[src/rtl/pic_ctrl.sv]
// pic_ctrl: 8-line priority interrupt controller (edge-triggered IRR, IMR/ISR, 3-state INTA vector sequencer, port reads).
// Optional auto-EOI on the vector cycle is compiled in with macro PIC_CTRL_AEOI_EN.
module pic_ctrl (
  input  logic       iClk,
  input  logic       iRst,
  input  logic [7:0] iIrq,
  input  logic       iIoWr,
  input  logic       iIoRd,
  input  logic       iIoA0,
  input  logic [7:0] iIoData,
  input  logic       iIntAck,
  output logic       oInt,
  output logic       oSel,
  output logic [7:0] oData
);

  typedef enum logic [1:0] {
    S_IDLE = 2'd0,
    S_ACK1 = 2'd1,
    S_ACK2 = 2'd2
  } state_t;

  state_t     r_state;
  logic [7:0] r_irq_q;
  logic       r_edge_en;
  logic [7:0] r_irr;
  logic [7:0] r_isr;
  logic [7:0] r_imr;
  logic [4:0] r_vb;
  logic       r_rsel_isr;
  logic       r_armed;
  logic [2:0] r_lvl;
  logic       r_spur;
  logic       r_ack1_first;
  logic       r_int;
  logic       r_sel;
  logic [7:0] r_data;
`ifdef PIC_CTRL_AEOI_EN
  logic       r_aeoi;
`endif

  logic [7:0] w_edge;
  logic [7:0] w_active;
  logic [3:0] w_cand;
  logic [3:0] w_isr_hi;
  logic       w_int_cond;
  logic       w_wr_icw1;
  logic       w_wr_icw2;
  logic       w_wr_ocw1;
  logic       w_wr_ocw2;
  logic       w_wr_ocw3;
  logic [7:0] w_eoi_clr;
  logic [7:0] w_ack_mask;
  logic       w_ack1_do;
  logic [7:0] w_set_mask;
  logic [7:0] w_irr_nxt;
  logic [7:0] w_isr_nxt;
  logic [7:0] w_rd_val;

  // Lowest set bit index; bit 3 of the result flags an empty vector.
  function automatic logic [3:0] f_lowest(input logic [7:0] v);
    logic [3:0] res;
    res = 4'h8;
    for (int i = 7; i >= 0; i--) begin
      if (v[i]) res = {1'b0, 3'(i)};
    end
    return res;
  endfunction

  // Edge detection is held off for the first clock after reset so lines already high are not seen as new.
  assign w_edge     = r_edge_en ? (iIrq & ~r_irq_q) : 8'h00;
  assign w_active   = r_irr & ~r_imr;
  assign w_cand     = f_lowest(w_active);
  assign w_isr_hi   = f_lowest(r_isr);
  assign w_int_cond = !w_cand[3] && (w_isr_hi[3] || (w_cand[2:0] < w_isr_hi[2:0]));

  assign w_wr_icw1 = iIoWr && !iIoA0 && iIoData[4];
  assign w_wr_icw2 = iIoWr && iIoA0 && r_armed;
  assign w_wr_ocw1 = iIoWr && iIoA0 && !r_armed;
  assign w_wr_ocw2 = iIoWr && !iIoA0 && !iIoData[4] && !iIoData[3];
  assign w_wr_ocw3 = iIoWr && !iIoA0 && !iIoData[4] && iIoData[3];

  assign w_ack_mask = 8'h01 << r_lvl;
  assign w_ack1_do  = (r_state == S_ACK1) && r_ack1_first && !r_spur;
  assign w_set_mask = w_ack1_do ? w_ack_mask : 8'h00;

  always_comb begin
    w_eoi_clr = 8'h00;
    if (w_wr_ocw2) begin
      if (iIoData[7:5] == 3'b001 && !w_isr_hi[3]) begin
        w_eoi_clr = 8'h01 << w_isr_hi[2:0];
      end else if (iIoData[7:5] == 3'b011) begin
        w_eoi_clr = 8'h01 << iIoData[2:0];
      end
    end
  end

  // EOI/ICW1 clears are applied before the ACK1 set so a same-cycle set survives.
  always_comb begin
    w_isr_nxt = w_wr_icw1 ? 8'h00 : (r_isr & ~w_eoi_clr);
    w_isr_nxt = w_isr_nxt | w_set_mask;
`ifdef PIC_CTRL_AEOI_EN
    if ((r_state == S_ACK2) && r_aeoi && !r_spur) begin
      w_isr_nxt = w_isr_nxt & ~w_ack_mask;
    end
`endif
  end

  assign w_irr_nxt = (r_irr & ~w_set_mask) | w_edge;
  assign w_rd_val  = iIoA0 ? r_imr : (r_rsel_isr ? r_isr : r_irr);

  always_ff @(posedge iClk or posedge iRst) begin
    if (iRst) begin
      r_irq_q    <= 8'h00;
      r_edge_en  <= 1'b0;
      r_irr      <= 8'h00;
      r_isr      <= 8'h00;
      r_imr      <= 8'hFF;
      r_vb       <= 5'b00001;
      r_rsel_isr <= 1'b0;
      r_armed    <= 1'b0;
`ifdef PIC_CTRL_AEOI_EN
      r_aeoi     <= 1'b0;
`endif
    end else begin
      r_irq_q   <= iIrq;
      r_edge_en <= 1'b1;
      r_irr     <= w_irr_nxt;
      r_isr     <= w_isr_nxt;
      if (w_wr_icw1) begin
        r_imr   <= 8'h00;
        r_armed <= 1'b1;
`ifdef PIC_CTRL_AEOI_EN
        r_aeoi  <= iIoData[1];
`endif
      end
      if (w_wr_icw2) begin
        r_vb    <= iIoData[7:3];
        r_armed <= 1'b0;
      end
      if (w_wr_ocw1) begin
        r_imr <= iIoData;
      end
      if (w_wr_ocw3 && iIoData[1]) begin
        r_rsel_isr <= iIoData[0];
      end
    end
  end

  always_ff @(posedge iClk or posedge iRst) begin
    if (iRst) begin
      r_state      <= S_IDLE;
      r_lvl        <= 3'd0;
      r_spur       <= 1'b0;
      r_ack1_first <= 1'b0;
      r_int        <= 1'b0;
      r_sel        <= 1'b0;
      r_data       <= 8'h00;
    end else begin
      r_ack1_first <= 1'b0;
      case (r_state)
        S_IDLE: begin
          if (iIntAck) begin
            r_state      <= S_ACK1;
            r_lvl        <= w_cand[3] ? 3'd7 : w_cand[2:0];
            r_spur       <= w_cand[3];
            r_ack1_first <= 1'b1;
          end
        end
        S_ACK1: begin
          if (iIntAck) r_state <= S_ACK2;
        end
        S_ACK2: begin
          r_state <= S_IDLE;
        end
        default: begin
          r_state <= S_IDLE;
        end
      endcase

      r_int <= (r_state == S_IDLE) && !iIntAck && w_int_cond;

      // The vector strobe takes the output slot; a colliding read is dropped.
      r_sel <= 1'b0;
      if (r_state == S_ACK2) begin
        r_sel  <= 1'b1;
        r_data <= {r_vb, r_lvl};
      end else if (iIoRd) begin
        r_sel  <= 1'b1;
        r_data <= w_rd_val;
      end
    end
  end

  assign oInt  = r_int;
  assign oSel  = r_sel;
  assign oData = r_data;

endmodule
[config.mk]
export PLATFORM = sky130hd
export DESIGN_NAME = pic_ctrl
export DESIGN_NICKNAME = d
export VERILOG_FILES = /design/src/rtl/pic_ctrl.sv
export SDC_FILE = /design/constraint.sdc
export NUM_CORES = 1
export LEC_CHECK = 0
export CAP_MARGIN = 0
export CELL_PAD_IN_SITES_DETAIL_PLACEMENT = 1
export CELL_PAD_IN_SITES_GLOBAL_PLACEMENT = 2
export CORE_ASPECT_RATIO = 1.75
export CORE_MARGIN = 4
export CORE_UTILIZATION = 39
export DETAILED_ROUTE_END_ITERATION = 10
export GPL_ROUTABILITY_DRIVEN = 0
export PLACE_DENSITY_LB_ADDON = 0.1
export SLEW_MARGIN = 20
export SYNTH_ARGS = -nofsm -noshare
export SYNTH_HDL_FRONTEND = slang
export SYNTH_SLANG_ARGS = --single-unit
[constraint.sdc]
create_clock -name iClk -period 3.15 [get_ports iClk]
set_clock_uncertainty 0.2 [all_clocks]
set_input_delay 0.63 -clock iClk [delete_from_list [all_inputs] [get_ports iClk]]
set_output_delay 0.63 -clock iClk [all_outputs]
set_load 0.05 [all_outputs]
==> results.md <==
- Slew HR: 0.3410
- Synthesis-to-finish area growth: 27.16%
- Final net count: 337
- Mapped Area: 2829 um2
- Top cell by count, worst path: o21ai_0
- Ranking of synthesized cells by area: dfrtp_1, dfstp_2, mux2i_1, nand2_1, o21ai_0
- Slew at the pin closest to its max-slew limit: 974.8 ps
- DRC viols: 0
- Final TNS setup: 0 ps
- Top sig layer: met4
- Synth warnings: 0
- Hold Buf Count CTS: 0
- Worst-Skew Late Latency: 330 ps
- Final min period: 2443 ps
- Worst reg2reg startpoint: r_imr[6]
- Clk slew on worst S/H paths: 50 ps
- PostCTS Resize Cnt: 0
- Critical Path RT: 3220 ps
- Worst-path cell chain: nand2b_1 -> o21ai_0 -> a31oi_1 -> nor2_1 -> ha_1 -> a211oi_1 -> o21ai_0 -> o221ai_1 -> and4b_1
- Synth Area per Inst: 10.21 um2
- Number of synthesized flops with an enable pin: 0
- First-pass GRT wire length: 12.99 mm
- Met3 WL: 262 um
- Worst hold path type: flip-flop to flip-flop
- Final hold vios: 0
- Initial antenna violation count: 0
- Vias per inst: 5.607
- Chip height: 120.7 um
- Leak pwr: 1.539 nW
- Die X-Extent: 72.38 um
- Hpwl dp: 6.013 mm
- PortBufs: 31
- Startpoint type of the worst setup path: flip-flop
- RSZ-0062 raised after global routing: false
- Synthesized instance count: 277
- Status: finished clean
- Post-synth top flop: dfrtp_1
- Share of layout cells above drive strength 1: 0.1415
- Worst hold start: r_irq_q[6]
- CTS H-tree lvls: 3
- Endpoint class of the critical path: flip-flop
- Die Area: 8734 um2
- Fin cells: 402
- CP max stage cell: dfstp_2
- Max stage delay on crit path: 540 ps
- Fillers: 772
- Reg2Reg Depth: 9
- Yosys top cell area share: 0.4246
- Routed Wire Length: 8.015 mm
- Initial Util: 0.4067
- Fmax: 409.4 MHz
- Syn_nets: 301
- Routed WL per cell: 19.94 um
- CTS tree: done
- Vias in the first global route: 2437
- Final Cycle Share: 0.7754
- Worst-path maximum fanout: 3
- Yosys cell types: 53
- I/O pins: 32
- Largest net degree at the start of global routing: 31
- Async SR Flop Fraction: 1.000
- Post-CTS setup repair buffer count: 0
- Root buffer selected by CTS: clkbuf_16
- Power Total: 3.251 mW
- CTS max path bufs: 2
- Grt ovf: 0
- Hold depth: 1
- Clock Sinks: 57
- FP Rows: 40
- Drt pass-1 iters: 4
- Max-Cap Viols: 0
- Core area: 6957 um2
- Area leader, netlist: dfrtp_1
- Total GRT Usage: 0.2017
- Power density over cell area: 903.8 nW/um2
- Seq/Total Area, Yosys: 0.5082
- Initial DRC count: 62
- CTS buffer count: 9
- Seq cells post-synth: 57
- Peak VDD IR: 583.2 uV
- Crit path from: r_imr[6]
- Post-route ant nets: 0
- Dpl cells: 386
- ANT cells: 0
- Fin. max-slew vios: 0
- Worst path arrival time: 2510 ps
- Metal2 WL: 4.328 mm
- Crit Path Class: flip-flop to flip-flop
- Final setup viols: 0
- Vias: 2254
- WHS: 233.2 ps
- Met1 WL: 3.200 mm
-- cell families after synthesis --
family          count (synthesis)  synth area share
compound gates                 66            0.1588
xor+xnor                        1          0.003097
fa+ha+maj                       2          0.008844
buf+inv                        19           0.02830
flops                          57            0.5082
mux                            22           0.08049
other cells                     1          0.001326
simple gates                  109            0.2110
-- synth_stat cells (2+ instances only) --
cell      count
a21oi_1      14
nand4_1       2
clkbuf_1      6
o211ai_1      2
mux2i_1      16
o21ai_0      20
o311ai_1      3
ha_1          2
o21ai_1       3
nand2b_1     13
nand3_1       7
dfrtp_1      48
a22o_1        8
nor3_1        6
nor2b_1       4
o21a_1        2
a32o_1        7
nor4_1        3
nand2_1      34
inv_1        11
dfstp_2       9
mux2_2        6
nor2_1       21
-- power breakdown --
part	leakage, nW	switching [mW]	internal [mW]
Combinational	0.701	0.555	0.399
Sequential	0.663	0.200	0.918
Clock	0.175	0.342	0.836
-- cell type report --
type	count	area, um2	area share
timing repair buffer	33	337.8	0.09391
clock buffer	12	266.5	0.07409
sequential	57	1438	0.3997
multi-input combinational	201	1311	0.3645
tap	84	105.1	0.02922
inverter	11	41.29	0.01148
clock inverter	4	97.59	0.02713
-- per-stage QoR --
step / cell area, um2 / setup slack, ps / util
final: 3597 / 707.4 / 0.5171
after global routing: 3597 / 551.5 / 0.5171
after CTS: 3597 / 674.7 / 0.5171
after detailed placement: 3233 / 497.2 / 0.4647
after global placement: 3233 / 475.6 / 0.4647
after floorplan: 2829 / 935.3 / -
-- per-layer routing --
metal  vias to the layer above  track usage
met3                        17      0.05408
met1                      1136       0.2206
met5                         -            0
met2                        33       0.3539
met4                         0      0.09353
li1                       1068            -
-- cells in the final DEF, fill, tap and decap left out, types with 2 or more instances in the layout --
| cell type | netlist | layout |
|---|---|---|
| dfstp_2 | 9 | 9 |
| a22o_1 | 8 | 8 |
| nand3_1 | 7 | 7 |
| nand2b_1 | 13 | 13 |
| mux2_2 | 6 | 6 |
| o211ai_1 | 2 | 2 |
| nor3_1 | 6 | 6 |
| inv_1 | 11 | 10 |
| clkbuf_16 | 0 | 9 |
| ha_1 | 2 | 2 |
| a21oi_1 | 14 | 14 |
| nor4_1 | 3 | 3 |
| clkdlybuf4s50_1 | 0 | 31 |
| a32o_1 | 7 | 7 |
| o311ai_1 | 3 | 3 |
| o21a_1 | 2 | 2 |
| nand2_1 | 34 | 34 |
| o21ai_1 | 3 | 3 |
| bufinv_16 | 0 | 3 |
| nand4_1 | 2 | 2 |
| nor2b_1 | 4 | 4 |
| o21ai_0 | 20 | 20 |
| dfrtp_1 | 48 | 48 |
| nor2_1 | 21 | 21 |
| clkbuf_8 | 0 | 3 |
| mux2i_1 | 16 | 16 |
-- worst max-delay path, delay by kind of cell, from the launching register on --
kind / cells / cell delay, ps
AO/OA/AOI/OAI: 5 / 980
flip-flops: 1 / 540
AND/OR/NAND/NOR: 3 / 430
adder cells (fa/ha/maj): 1 / 230
-- registers in the layout, indices dropped and copies added, names as in the netlist, 2 cells and up --
signal / cells
r_irq_q: 8
r_state: 2
r_imr: 8
r_vb: 5
r_isr: 8
r_irr: 8
oData: 8
r_lvl: 3
-- path summary, 6_finish.rpt --
check                      slack [ps]          to
max in group asynchronous        1680  r_irq_q[6]
min in group asynchronous         500        oSel
setup reg to reg                  710        oInt
hold reg to reg                   230    r_irr[6]
hold / removal                    230    r_irr[6]
setup / recovery                  710        oInt
Power figures use the tool's default switching activity.
